**config.mk**
```make
export PLATFORM = sky130hd
export DESIGN_NAME = fetch_stage
export DESIGN_NICKNAME = d
export VERILOG_FILES = /design/src/rtl/fetch_stage.sv
export SDC_FILE = /design/constraint.sdc
export NUM_CORES = 1
export LEC_CHECK = 0
export CORE_ASPECT_RATIO = 1.1
export CORE_MARGIN = 4
export CORE_UTILIZATION = 50
export CTS_BUF_LIST = sky130_fd_sc_hd__clkbuf_4
export CTS_CLUSTER_SIZE = 28
export DETAILED_ROUTE_END_ITERATION = 16
export MAX_ROUTING_LAYER = met4
export PLACE_DENSITY = 0.83
export SLEW_MARGIN = 15
export SYNTH_ARGS = -nofsm -noshare
export SYNTH_HDL_FRONTEND = slang
export SYNTH_SLANG_ARGS = --single-unit
```
**constraint.sdc**
```tcl
create_clock -name clk -period 2.5 [get_ports clk]
set_input_delay 0.5 -clock clk [delete_from_list [all_inputs] [get_ports clk]]
set_output_delay 0.5 -clock clk [all_outputs]
set_load 0.01 [all_outputs]
```
**src/rtl/fetch_stage.sv**
```systemverilog
// rtl/fetch_stage.sv - IF stage with IF/ID register over a valid/ready instruction memory
// One request in flight at a time; bubbles are inserted while memory is slow.
module fetch_stage #(
  parameter logic [31:0] RESET_PC = 32'h0000_0000,
  parameter logic [31:0] NOP      = 32'h0000_0013
) (
  input  logic        clk,
  input  logic        reset_n,
  input  logic        StallF,
  input  logic        StallD,
  input  logic        FlushD,
  input  logic        PCSrcE,
  input  logic [31:0] PCTargetE,
  output logic        IReqValid,
  output logic [31:0] IReqAddr,
  input  logic        IReqReady,
  input  logic        IRspValid,
  input  logic [31:0] IRspData,
  output logic [31:0] InstrD,
  output logic [31:0] PCD,
  output logic [31:0] PCPlus4D,
  output logic        ValidD,
  output logic        IMemWaitF
);

  typedef enum logic [1:0] {S_REQ, S_WAIT, S_HOLD} state_t;

  state_t      state;
  logic [31:0] pcf;
  logic        stale;
  logic [31:0] buf_data;

  logic        go;
  logic        handoff;
  logic [31:0] handoff_instr;
  logic [31:0] pc_plus4;
  logic [31:0] redirect_pc;

  assign go            = !StallF && !StallD;
  assign handoff       = go && !PCSrcE &&
                         ((state == S_WAIT && IRspValid && !stale) || state == S_HOLD);
  assign handoff_instr = (state == S_HOLD) ? buf_data : IRspData;
  assign pc_plus4      = pcf + 32'd4;
  assign redirect_pc   = PCTargetE & ~32'd3;

  // Gated by reset_n so no request is presented while the block is held in reset.
  assign IReqValid = (state == S_REQ) && reset_n;
  assign IReqAddr  = pcf;
  assign IMemWaitF = (state == S_WAIT);

  always_ff @(posedge clk or negedge reset_n) begin
    if (!reset_n) begin
      state    <= S_REQ;
      pcf      <= RESET_PC;
      stale    <= 1'b0;
      buf_data <= 32'd0;
    end else begin
      case (state)
        S_REQ: begin
          // A redirect racing the acceptance still sends the old PC; mark its reply stale.
          if (IReqReady) begin
            state <= S_WAIT;
            stale <= PCSrcE;
          end
        end
        S_WAIT: begin
          if (IRspValid) begin
            stale <= 1'b0;
            if (stale || PCSrcE || go) begin
              state <= S_REQ;
            end else begin
              state    <= S_HOLD;
              buf_data <= IRspData;
            end
          end else if (PCSrcE) begin
            stale <= 1'b1;
          end
        end
        S_HOLD: begin
          if (PCSrcE || go) state <= S_REQ;
        end
        default: state <= S_REQ;
      endcase

      if (PCSrcE)       pcf <= redirect_pc;
      else if (handoff) pcf <= pc_plus4;
    end
  end

  always_ff @(posedge clk or negedge reset_n) begin
    if (!reset_n) begin
      InstrD   <= NOP;
      PCD      <= 32'd0;
      PCPlus4D <= 32'd0;
      ValidD   <= 1'b0;
    end else if (FlushD) begin
      InstrD <= NOP;
      ValidD <= 1'b0;
    end else if (!StallD) begin
      if (handoff) begin
        InstrD   <= handoff_instr;
        PCD      <= pcf;
        PCPlus4D <= pc_plus4;
        ValidD   <= 1'b1;
      end else begin
        InstrD <= NOP;
        ValidD <= 1'b0;
      end
    end
  end

endmodule

```
* Yosys cells after proc, flatten, opt, wreduce, memory -nomap -nowiden
Cells that the tools add are included.
** Cells by class
- $add $sub $neg :: 1
- Equality and inequality tests :: 7
- Muxes and demuxes :: 18
- Bitwise gates (word level) :: 3
- Reductions and logical operators :: 21
** Operator list (number)
- 32-bit two-way mux :: 6
- 32-bit by 3-bit adder with 32-bit output (second input constant) :: 1
- 3-bit AND reduction :: 4
- 2-bit two-way mux :: 4
- 1-bit logical AND :: 6
- 1-bit two-way mux :: 6
- 2-bit one-hot mux with 3 select lines :: 1
- 1-bit logical NOT :: 4
- 1-bit logical OR :: 4
- 2-bit by 1-bit != test with 1-bit output (second input constant) :: 2
- 2-bit != test (second input constant) :: 2
- 2-bit nonzero test :: 2
- 3-bit != test (second input constant) :: 1
- 1-bit NOT :: 3
- 2-bit by 1-bit equality test with 1-bit output (second input constant) :: 1
- 2-bit equality test (second input constant) :: 1
- 2-bit logical NOT :: 1
- 1-bit one-hot mux with 2 select lines :: 1
** Word-level totals
- Register bits after elaboration :: 164
- Input bits :: 72

* Longest topological paths before layout
Gate-level depths: netlist of the first run.
- Word-level depth :: 8
- Depth in mapped cells :: 10

* Least setup slack after synthesis of the first run
OpenSTA, ideal clock, no wires.
- Kind :: reg-to-reg
- Start point :: register pcf[2] (netlist: IReqAddr[2])
- End point :: register pcf[30] (netlist: IReqAddr[30])
- Setup time :: 0.083 ns
- Arrival time :: 1.798 ns
- Required time :: 2.417 ns
- Setup slack :: 0.619 ns
- Stages on the path, launching flop included :: 8
- Buffers on the path :: 1
- Path through :: dfrtp_1 -> ha_1 -> nand4_1 -> nor4_1 -> buf_2 -> nand4_1 -> xor2_1 -> o21ai_0
** On the way
- Cells in the longest elaborated chain, start to end :: 3
** Ends and longest elaborated chain
- start, declared :: line 29 : logic [31:0] pcf;
- start signal, assigned :: line 85 : if (PCSrcE) pcf <= redirect_pc;
- start signal, assigned :: line 86 : else if (handoff) pcf <= pc_plus4;
- 32-bit by 3-bit adder with 32-bit output :: line 43 : assign pc_plus4 = pcf + 32'd4;
- 32-bit two-way mux :: line 86
- 32-bit two-way mux :: line 85
No other way between the ends. The select of a mux whose other input is x is not followed.
A chain may end at the register's enable or synchronous reset.

* Final worst setup path of the first run
- Start point :: register state[0]
- End point :: output port IReqValid
** On the way
- Cells in the longest elaborated chain, start to end :: 2
** Ends and longest elaborated chain
- start, declared :: line 28 : state_t state;
- start signal, assigned :: line 53 : state <= S_REQ;
- start signal, assigned :: line 62 : state <= S_WAIT;
- start signal, assigned :: line 70 : state <= S_REQ;
- 2-bit logical NOT :: line 47 : assign IReqValid = (state == S_REQ) && reset_n;
- 1-bit logical AND :: line 47
- end, declared :: line 14 : output logic IReqValid,
No other way between the ends.

==> run summary, run 1 <==
Gpl congestion - 0.841
Die area - 16700 µm²
Antenna violations before repair - 0
Cell variety after synth - 45
Total Nets Final - 987
Syn. warnings - 0
Min Tclk post-route - 2.35 ns
Crit path buf inv count - 1
Status - complete, no violations
PwrDens - 688 nW/µm²
Max incr delay on CP - 0.56 ns
Crit path launch type - flip-flop
Global-route wire length before repair - 30000 µm
Die Wd - 123 µm
Ant diodes - 0
Setup Buffers After CTS - 0
Synth Flop Type - dfrtp_1
Crit path capture type - primary output
Peak supply drop - 0.406 mV
CTS tree - done
Kind of critical path - flip-flop to primary output
Synthesis-to-finish area growth - 33.4%
Maximum capacitance violations - 0
Post-route ant nets - 0
H-tree levels - 4
Crit-path slowest cell - clkdlybuf4s50_1
Max FO, Critical Path - 8
Post_cts resized - 0
Hold WC Path Type - primary input to async pin
Cts bufs inserted - 17
# IOs - 203
Largest net degree at the start of global routing - 159
# clock sinks - 158
FP Rows - 46
Routed wire length - 18200 µm
CP cell instances - nor3b_1 > clkdlybuf4s50_1
Final period utilization - 0.941
P_leak - 4.13 nW
Cell family with most CP delay - buffers and inverters
CP Data Required Time - 2.00 ns
Hold buffer count at CTS - 0
Crit path DAT - 1.85 ns
Vias - 5745
Final Hold Viols - 0
Avg WL per Cell - 16.3 µm
Starting Density - 0.509
Clock slew at reported path FFs - 0.12 ns
Die Ht - 135 µm
Max clock buf depth - 2
Layout fillers - 1142
Share of flip-flops with an asynchronous set or reset - 1.00
Flops & latches, synth - 158
Core region area - 14400 µm²
RSZ-0062 raised after global routing - false
Core Util, Final - 0.680
Mapped Avg Cell Area - 10.0 µm²
TritonRoute pass-1 iters - 4
Finish-stage setup viols - 0
Final HPWL from detailed placement - 12900 µm
Setup TNS - 0 ns
Skew final - 0.0177 ns
Max-Slew Margin vs Limit - 0.425
Clock Tree Root - clkbuf_4
Max Freq - 0.425 GHz
Congestion Overflow GR - 0
Via-to-Cell Ratio - 5.13
Clk_lat worst skew - 0.55 ns
Final max-slew violation count - 0
Initial drt markers - 429
Post-synth EDFFs - 0
Fraction of layout cells with a size suffix above 1 - 0.117
Register area share after synthesis - 0.540
Post-route DRC violation count - 0
Gr usage total - 0.236
Overall power - 6.73 mW
Mapped cell area - 7330 µm²
Post-Synthesis Cells - 732
Vias in the first global route - 5902
Worst slew pin tran - 0.863 ns
# port buffers - 194
==> synthesized netlist by cell type, types with 2 or more instances <==
cell type,number,area share
nand2_1,196,0.10
dfrtp_1,155,0.53
o21ai_0,83,0.057
mux2i_1,34,0.046
mux2_2,32,0.049
xnor2_1,30,0.036
xor2_1,27,0.032
buf_2,23,0.016
clkbuf_1,18,0.0092
nor2_1,18,0.0092
buf_4,14,0.014
nand3_1,14,0.0096
nand4_1,11,0.0094
nor3_1,10,0.0068
and3_1,9,0.0077
and4_1,6,0.0072
nor4_1,6,0.0051
o21ai_1,5,0.0034
a21oi_1,4,0.0027
buf_6,4,0.0061
dfstp_2,3,0.011
nor2b_1,3,0.0026
and2_2,2,0.0020
clkbuf_2,2,0.0014
inv_1,2,0.0010
nor3b_1,2,0.0020
==> per-layer routing <==
metal	vias to the layer above	global-route usage	part of all wire
met1	2760	0.284	0.41
met4	0	0.0640	0.012
met3	20	0.0809	0.085
li1	2789	-	-
met5	-	-	0
met2	176	0.380	0.50
==> layout make-up <==
type / instances / area, µm² / share of cell area
sequential: 158 / 3960 / 0.405
clock inverter: 12 / 144 / 0.0147
clock buffer: 20 / 150 / 0.0154
inverter: 2 / 7.51 / 0.000768
timing repair buffer: 220 / 2210 / 0.226
multi-input combinational: 515 / 3070 / 0.314
tap: 192 / 240 / 0.0246
==> layout by cell type, fill, tap and decap left out, types with 2 or more instances in the layout <==
cell type / netlist / final
mux2_2: 32 / 32
and2_2: 2 / 2
clkdlybuf4s50_1: 0 / 192
dfrtp_1: 155 / 155
buf_4: 14 / 20
clkinv_2: 0 / 2
nand2_1: 196 / 196
clkinvlp_4: 0 / 2
xnor2_1: 30 / 30
nor2_1: 18 / 18
xor2_1: 27 / 27
clkinv_1: 0 / 3
buf_12: 0 / 6
dfstp_2: 3 / 3
nand3_1: 14 / 14
inv_1: 2 / 2
and4_1: 6 / 6
nor3b_1: 2 / 2
nor4_1: 6 / 5
o21ai_0: 83 / 83
nor3_1: 10 / 10
nand4_1: 11 / 11
bufinv_16: 0 / 3
a21oi_1: 4 / 4
clkbuf_4: 0 / 20
and3_1: 9 / 9
conb_1: 1 / 6
mux2i_1: 34 / 34
o21ai_1: 5 / 5
==> flip-flops by register name, indices dropped and copies added (netlist names) <==
register  flops
buf_data     32
IReqAddr     30
stale         1
ValidD        1
PCD          30
InstrD       32
PCPlus4D     30
state         2
==> through the flow <==
| stage | std cells | instance area, µm² | hold slack [ns] | setup WS, ns |
|---|---|---|---|---|
| 2_1_floorplan | 737 | 7350 | 0.204 | 0.619 |
| 3_3_place_gp | 1087 | 9490 | 0.457 | 0.107 |
| 3_5_place_dp | 1087 | 9490 | 0.461 | 0.0742 |
| 4_1_cts | 1119 | 9780 | 0.117 | 0.0935 |
| 5_1_grt | 1119 | 9780 | 0.113 | 0.0562 |
| 6_report | 1119 | 9780 | 0.0779 | 0.147 |
==> logic make-up (layout without fill, tap and decap cells) <==
group	after synthesis	after routing	share of synthesized area
fa+ha+maj	1	1	0.00171
xor+xnor	57	57	0.0681
buf+inv	64	254	0.0483
mux	66	66	0.0956
other cells	1	6	0.000512
flops	158	158	0.540
compound gates	96	96	0.0672
simple gates	289	289	0.179
==> worst paths after layout <==
path                                            end  slack [ns]                    start  depth (start not counted)
setup / recovery                          IReqValid        0.15     state[0]$_DFFE_PN0P_                          2
hold / removal               InstrD[12]$_DFFE_PN0P_        0.08                  reset_n                          2
setup reg to reg           IReqAddr[16]$_DFFE_PN0P_        0.31  IReqAddr[3]$_DFFE_PN0P_                          6
hold reg to reg                 PCD[22]$_DFFE_PN0P_        0.48      PCD[22]$_DFFE_PN0P_                          2
max in group asynchronous       PCD[31]$_DFFE_PN0P_        1.77                  reset_n                          2
min in group clk           IReqAddr[24]$_DFFE_PN0P_        0.35                   PCSrcE                          3
==> power breakdown <==
| part | total [mW] | switching (mW) | leakage, nW | internal [mW] |
|---|---|---|---|---|
| clock | 1.60 | 0.878 | 0.156 | 0.718 |
| combinational | 1.70 | 0.704 | 1.93 | 1.00 |
| sequential | 3.43 | 0.338 | 2.04 | 3.09 |
(Power assumes the default switching activity.)
==> inputs of run 2 (changes only) <==
- CAP_MARGIN: default -> 10
- PLACE_DENSITY: 0.83 -> 0.91
==> run 2 against run 1 <==
Register-to-register slack worse by 0.02 ns. Sequential cell count unchanged. First-iteration DRC count up 12%. Core utilization down 0.43 points. Die area unchanged. Routed wire length up 4.3%. Combinational power about the same. Sequential power about the same. Critical path type unchanged.
==> run summary, run 2 (synthesis gave the netlist of run 1 again) <==
Final HPWL from detailed placement - 13500 µm (was 12900 µm)
# clock sinks - 158 (unchanged)
Reg2Reg Setup Slack - 0.29 ns (was 0.31 ns)
Worst r2r dst - IReqAddr[28]$_DFFE_PN0P_ (was IReqAddr[16]$_DFFE_PN0P_)
Worst r2r src - IReqAddr[2]$_DFFE_PN0P_ (was IReqAddr[3]$_DFFE_PN0P_)
TritonRoute pass-1 iters - 4 (unchanged)
FP Rows - 46 (unchanged)
Final max-slew violation count - 0 (unchanged)
Clock slew at reported path FFs - 0.14 ns (was 0.12 ns)
Gr usage total - 0.243 (was 0.236)
Skew final - 0.0163 ns (was 0.0177 ns)
DP Cell Count - 1084 (was 1087)
Most frequent cells in the layout - nand2_1 (196), clkdlybuf4s50_1 (192), dfrtp_1 (154) (was nand2_1 (196), clkdlybuf4s50_1 (192), dfrtp_1 (155))
Post-route cell area - 9720 µm² (was 9780 µm²)
Crit path capture type - primary output (unchanged)
Hold buffer count at CTS - 0 (unchanged)
Layout fillers - 1091 (was 1142)
Via-to-Cell Ratio - 5.27 (was 5.13)
Clock Tree Root - clkbuf_4 (unchanged)
Fraction of layout cells with a size suffix above 1 - 0.116 (was 0.117)
Status - complete, no violations (unchanged)
Maximum capacitance violations - 0 (unchanged)
Hold WC Path Type - primary input to async pin (unchanged)
Finish-stage setup viols - 0 (unchanged)
Starting Density - 0.509 (unchanged)
CP Data Required Time - 2.00 ns (about the same)
Post-route ant nets - 0 (unchanged)
Post-route DRC violation count - 0 (unchanged)
Max-Slew Margin vs Limit - 0.406 (was 0.425)
H-tree levels - 4 (unchanged)
Global-route wire length before repair - 30800 µm (was 30000 µm)
Crit path to - IReqValid (unchanged)
Max Freq - 0.423 GHz (was 0.425 GHz)
Antenna violations before repair - 0 (unchanged)
Ant diodes - 0 (unchanged)
Cts bufs inserted - 17 (unchanged)
Synthesis-to-finish area growth - 32.6% (was 33.4%)
Die area - 16700 µm² (unchanged)
Core region area - 14400 µm² (unchanged)
Critical Path Source - state[1]$_DFFE_PN0P_ (was state[0]$_DFFE_PN0P_)
Worst slew pin tran - 0.891 ns (was 0.863 ns)
Clk_lat worst skew - 0.55 ns (about the same)
CTS tree - done (unchanged)
Max clock buf depth - 2 (unchanged)
Max FO, Critical Path - 7 (was 8)
Cell Area, Placed - 9450 µm² (was 9490 µm²)
Gpl congestion - 0.863 (was 0.841)
# IOs - 203 (unchanged)
Total Nets Final - 984 (was 987)
R2R depth - 6 (unchanged)
Fin Hold WS - 0.0640 ns (was 0.0779 ns)
Vias in the first global route - 5954 (was 5902)
Final Hold Viols - 0 (unchanged)
Non-Filler Instances - 1116 (was 1119)
Congestion Overflow GR - 0 (unchanged)
Setup Buffers After CTS - 0 (unchanged)
P_leak - 4.08 nW (was 4.13 nW)
Vias - 5881 (was 5745)
Setup TNS - 0 ns (unchanged)
Final period utilization - 0.946 (was 0.941)
Kind of critical path - flip-flop to primary output (unchanged)
PwrDens - 684 nW/µm² (was 688 nW/µm²)
Peak supply drop - 0.397 mV (was 0.406 mV)
Top Registers - InstrD (32), buf_data (32) (unchanged)
# port buffers - 194 (unchanged)
Largest net degree at the start of global routing - 159 (unchanged)
Crit path launch type - flip-flop (unchanged)
Commonest non-fill, non-tap cell in the layout - nand2_1 (unchanged)
Die Ht - 135 µm (unchanged)
Die Wd - 123 µm (unchanged)
Post_cts resized - 0 (unchanged)
Initial drt markers - 480 (was 429)
RSZ-0062 raised after global routing - false (unchanged)
Crit path DAT - 1.87 ns (was 1.85 ns)
Min Tclk post-route - 2.37 ns (was 2.35 ns)
Routed wire length - 19000 µm (was 18200 µm)
Avg WL per Cell - 17.1 µm (was 16.3 µm)
## run 2: changes by cell type in the layout (fill, tap and decap cells not counted)
cell        before  now
buf_12           6    5
buf_4           20   18
bufinv_16        3    1
clkbuf_4        20   17
clkinv_1         3    2
clkinv_2         2    0
clkinv_4         1    2
clkinvlp_4       2    5
dfrtp_1        155  154
dfrtp_2          0    1
inv_6            1    4
inv_8            0    1
## run 2: how the worst min path moves through the flow
stage	start	end	slack, ns
after floorplan	reset_n	IReqAddr[10]$_DFFE_PN0P_	0.20
after global placement	ValidD$_DFFE_PN0P_	ValidD$_DFFE_PN0P_	0.46
after detailed placement	PCD[28]$_DFFE_PN0P_	PCD[28]$_DFFE_PN0P_	0.46
after CTS	reset_n	buf_data[28]$_DFFE_PN0P_	0.12
after global routing	reset_n	buf_data[23]$_DFFE_PN0P_	0.14
final	reset_n	buf_data[28]$_DFFE_PN0P_	0.06
## run 2: area by class of cell
class                           count  area (µm²)  area share
Sequential cell                   158        3960       0.407
Clock inverter                     15         139      0.0143
Timing Repair Buffer              217        2170       0.224
Multi-Input combinational cell    515        3070       0.316
Tap cell                          192         240      0.0247
Clock buffer                       17         128      0.0131
Inverter                            2        7.51    0.000772
## run 2: layer usage
layer	track usage	wire, µm	up-vias
met1	0.294	7560	2871
met2	0.393	9660	186
met5	-	0	-
met4	0.0763	378	0
li1	-	-	2796
met3	0.0725	1440	28
## run 2: per-stage QoR
stage          total power [mW]  setup slack [ns]  utilization
2_1_floorplan              4.23             0.619            -
3_3_place_gp               5.14             0.142        0.657
3_5_place_dp               5.24            0.0959        0.657
4_1_cts                    6.71            0.0566        0.675
5_1_grt                    7.03            0.0171        0.675
6_report                   6.64             0.135        0.675
## run 2: power by group
group / internal [mW] / switching [mW] / total (mW)
clock network: 0.506 / 0.964 / 1.47
logic: 0.997 / 0.726 / 1.72
registers: 3.09 / 0.356 / 3.45
total: 4.60 / 2.05 / 6.64
## run 2: critical path: stages (launching register included)
cell             delay (ns)
dfrtp_1                0.48
nor3b_1                0.25
clkdlybuf4s50_1        0.60
==> inputs of run 3 (changes only) <==
- CORE_UTILIZATION: 50 -> 48
- CTS_BUF_LIST: sky130_fd_sc_hd__clkbuf_4 -> default
- PLACE_DENSITY: 0.91 -> 0.88
==> run 3 against run 2 <==
Sequential share of layout area down 1.4 points. Sequential cell count did not move. Sequential power hardly changed. Routed wire length rose by 5.1%. Register-to-register slack got worse by 0.08 ns. Non-clock buffer count grew 2. Via count is 0.24% lower. Worst hold slack gained 0.17 ns. Clock skew down 0.0029 ns. Clock-buffer cell count is 5 higher. Largest power group unchanged.
==> run summary, run 3 (synthesis gave the netlist of run 1 again) <==
Fraction of layout cells with a size suffix above 1 - 0.116 (about the same)
Status - complete, no violations (unchanged)
Avg WL per Cell - 17.8 µm (was 17.1 µm)
Starting Density - 0.489 (was 0.509)
Overall power - 7.85 mW (was 6.64 mW)
Multi-input combinational cell area - 3070 µm² (unchanged)
Peak supply drop - 0.411 mV (was 0.397 mV)
Global-route wire length before repair - 32600 µm (was 30800 µm)
Max-Slew Margin vs Limit - 0.421 (was 0.406)
Reg area - 3960 µm² (about the same)
Die Wd - 126 µm (was 123 µm)
Total Nets Final - 986 (was 984)
Maximum capacitance violations - 0 (unchanged)
Met2 usage - 0.400 (was 0.393)
Clock Tree Root - clkbuf_16 (was clkbuf_4)
TritonRoute pass-1 iters - 4 (unchanged)
# IOs - 203 (unchanged)
RSZ-0062 raised after global routing - false (unchanged)
GR peak layer - met2 (unchanged)
CTS tree - done (unchanged)
Final period utilization - 0.916 (was 0.946)
Vias - 5867 (was 5881)
Setup Buffers After CTS - 0 (unchanged)
Finish-stage setup viols - 0 (unchanged)
Routed wire length - 20000 µm (was 19000 µm)
Final HPWL from detailed placement - 13800 µm (was 13500 µm)
Crit path DAT - 2.62 ns (was 1.87 ns)
Skew final - 0.0134 ns (was 0.0163 ns)
Clock slew at reported path FFs - 0.06 ns (was 0.14 ns)
Grt met1 use - 0.294 (about the same)
Worst slew pin tran - 0.868 ns (was 0.891 ns)
Top Registers - InstrD (32), buf_data (32) (unchanged)
Vias in the first global route - 6307 (was 5954)
Final Hold Viols - 0 (unchanged)
M3 GR Usage - 0.0663 (was 0.0725)
Cts bufs inserted - 17 (unchanged)
Post-route ant nets - 0 (unchanged)
Post-route DRC violation count - 0 (unchanged)
Clk_lat worst skew - 0.42 ns (was 0.55 ns)
Kind of critical path - flip-flop to flip-flop (was flip-flop to primary output)
H-tree levels - 4 (unchanged)
Max FO, Critical Path - 7 (unchanged)
Via-to-Cell Ratio - 5.23 (was 5.27)
Gr usage total - 0.243 (about the same)
P_leak - 4.25 nW (was 4.08 nW)
Layout fillers - 1163 (was 1091)
Critical Path Source - IReqAddr[2]$_DFFE_PN0P_ (was state[1]$_DFFE_PN0P_)
Core region area - 15000 µm² (was 14400 µm²)
FP Rows - 47 (was 46)
Final max-slew violation count - 0 (unchanged)
# clock sinks - 158 (unchanged)
Fin Hold WS - 0.235 ns (was 0.0640 ns)
Max Freq - 0.437 GHz (was 0.423 GHz)
Crit path launch type - flip-flop (unchanged)
Hold buffer count at CTS - 0 (unchanged)
Gpl congestion - 0.829 (was 0.863)
Hold WC Path Type - primary input to async pin (unchanged)
Die Ht - 138 µm (was 135 µm)
Largest net degree at the start of global routing - 159 (unchanged)
Max clock buf depth - 2 (unchanged)
CP Data Required Time - 2.83 ns (was 2.00 ns)
Antenna violations before repair - 0 (unchanged)
Min Tclk post-route - 2.29 ns (was 2.37 ns)
Die area - 17300 µm² (was 16700 µm²)
Commonest non-fill, non-tap cell in the layout - nand2_1 (unchanged)
Synthesis-to-finish area growth - 37.2% (was 32.6%)
Most frequent cells in the layout - nand2_1 (196), clkdlybuf4s50_1 (192), dfrtp_1 (155) (was nand2_1 (196), clkdlybuf4s50_1 (192), dfrtp_1 (154))
Setup TNS - 0 ns (unchanged)
Worst r2r src - IReqAddr[2]$_DFFE_PN0P_ (unchanged)
# port buffers - 194 (unchanged)
Congestion Overflow GR - 0 (unchanged)
Post_cts resized - 0 (unchanged)
PwrDens - 780 nW/µm² (was 684 nW/µm²)
Initial drt markers - 472 (was 480)
Crit path capture type - flip-flop (was primary output)
Ant diodes - 0 (unchanged)
run 3: cell count changes in the layout (fill, tap and decap cells not counted), sizes merged:
cell	before	now
clkbuf	17	22
inv	7	2
clkinvlp	5	2
buf	25	27
bufinv	1	3
clkinv	4	5
run 3: area by class of cell:
cell class                 count  area share
clock buffer                  22      0.0461
timing repair buffer         219       0.216
inverter                       2    0.000746
tap                          196      0.0244
clock inverter                10      0.0137
multi-input combinational    515       0.305
sequential                   158       0.393
run 3: worst paths after layout:
kind | to | slack, ns | cells past startpoint
worst min register to register | PCD[21]$_DFFE_PN0P_ | 0.47 | 2
worst max register to register | PCPlus4D[26]$_DFFE_PN0P_ | 0.21 | 6
worst min-delay path | InstrD[9]$_DFFE_PN0P_ | 0.23 | 2
max in group asynchronous | IReqAddr[19]$_DFFE_PN0P_ | 1.62 | 2
min in group clk | PCD[21]$_DFFE_PN0P_ | 0.47 | 2
worst max-delay path | PCPlus4D[26]$_DFFE_PN0P_ | 0.21 | 6
run 3: report_power, final:
group          internal (mW)  switching, mW
combinational          0.998          0.728
clock                   1.62           1.03
sequential              3.10          0.362
run 3: routing by layer:
layer  vias up  part of all wire
met5         -                 0
met4         0             0.022
met3        36             0.067
met2       204              0.49
met1      2846              0.42
li1       2781                 -
run 3: worst max-delay path, stage by stage, from the launching register on:
cell     delay [ns]
dfrtp_1        0.50
ha_1           0.34
nand4_1        0.22
nor2_1         0.55
nand4_1        0.20
xor2_1         0.20
o21ai_0        0.19
run 3: stage by stage:
step	std cells	utilization	setup WS (ns)	area, µm²
finish	1122	0.671	0.210	10100
global route	1122	0.671	0.0678	10100
CTS	1122	0.671	0.248	10100
detailed placement	1090	0.631	0.0800	9460
global placement	1090	0.631	0.156	9460
floorplan	737	-	0.619	7350
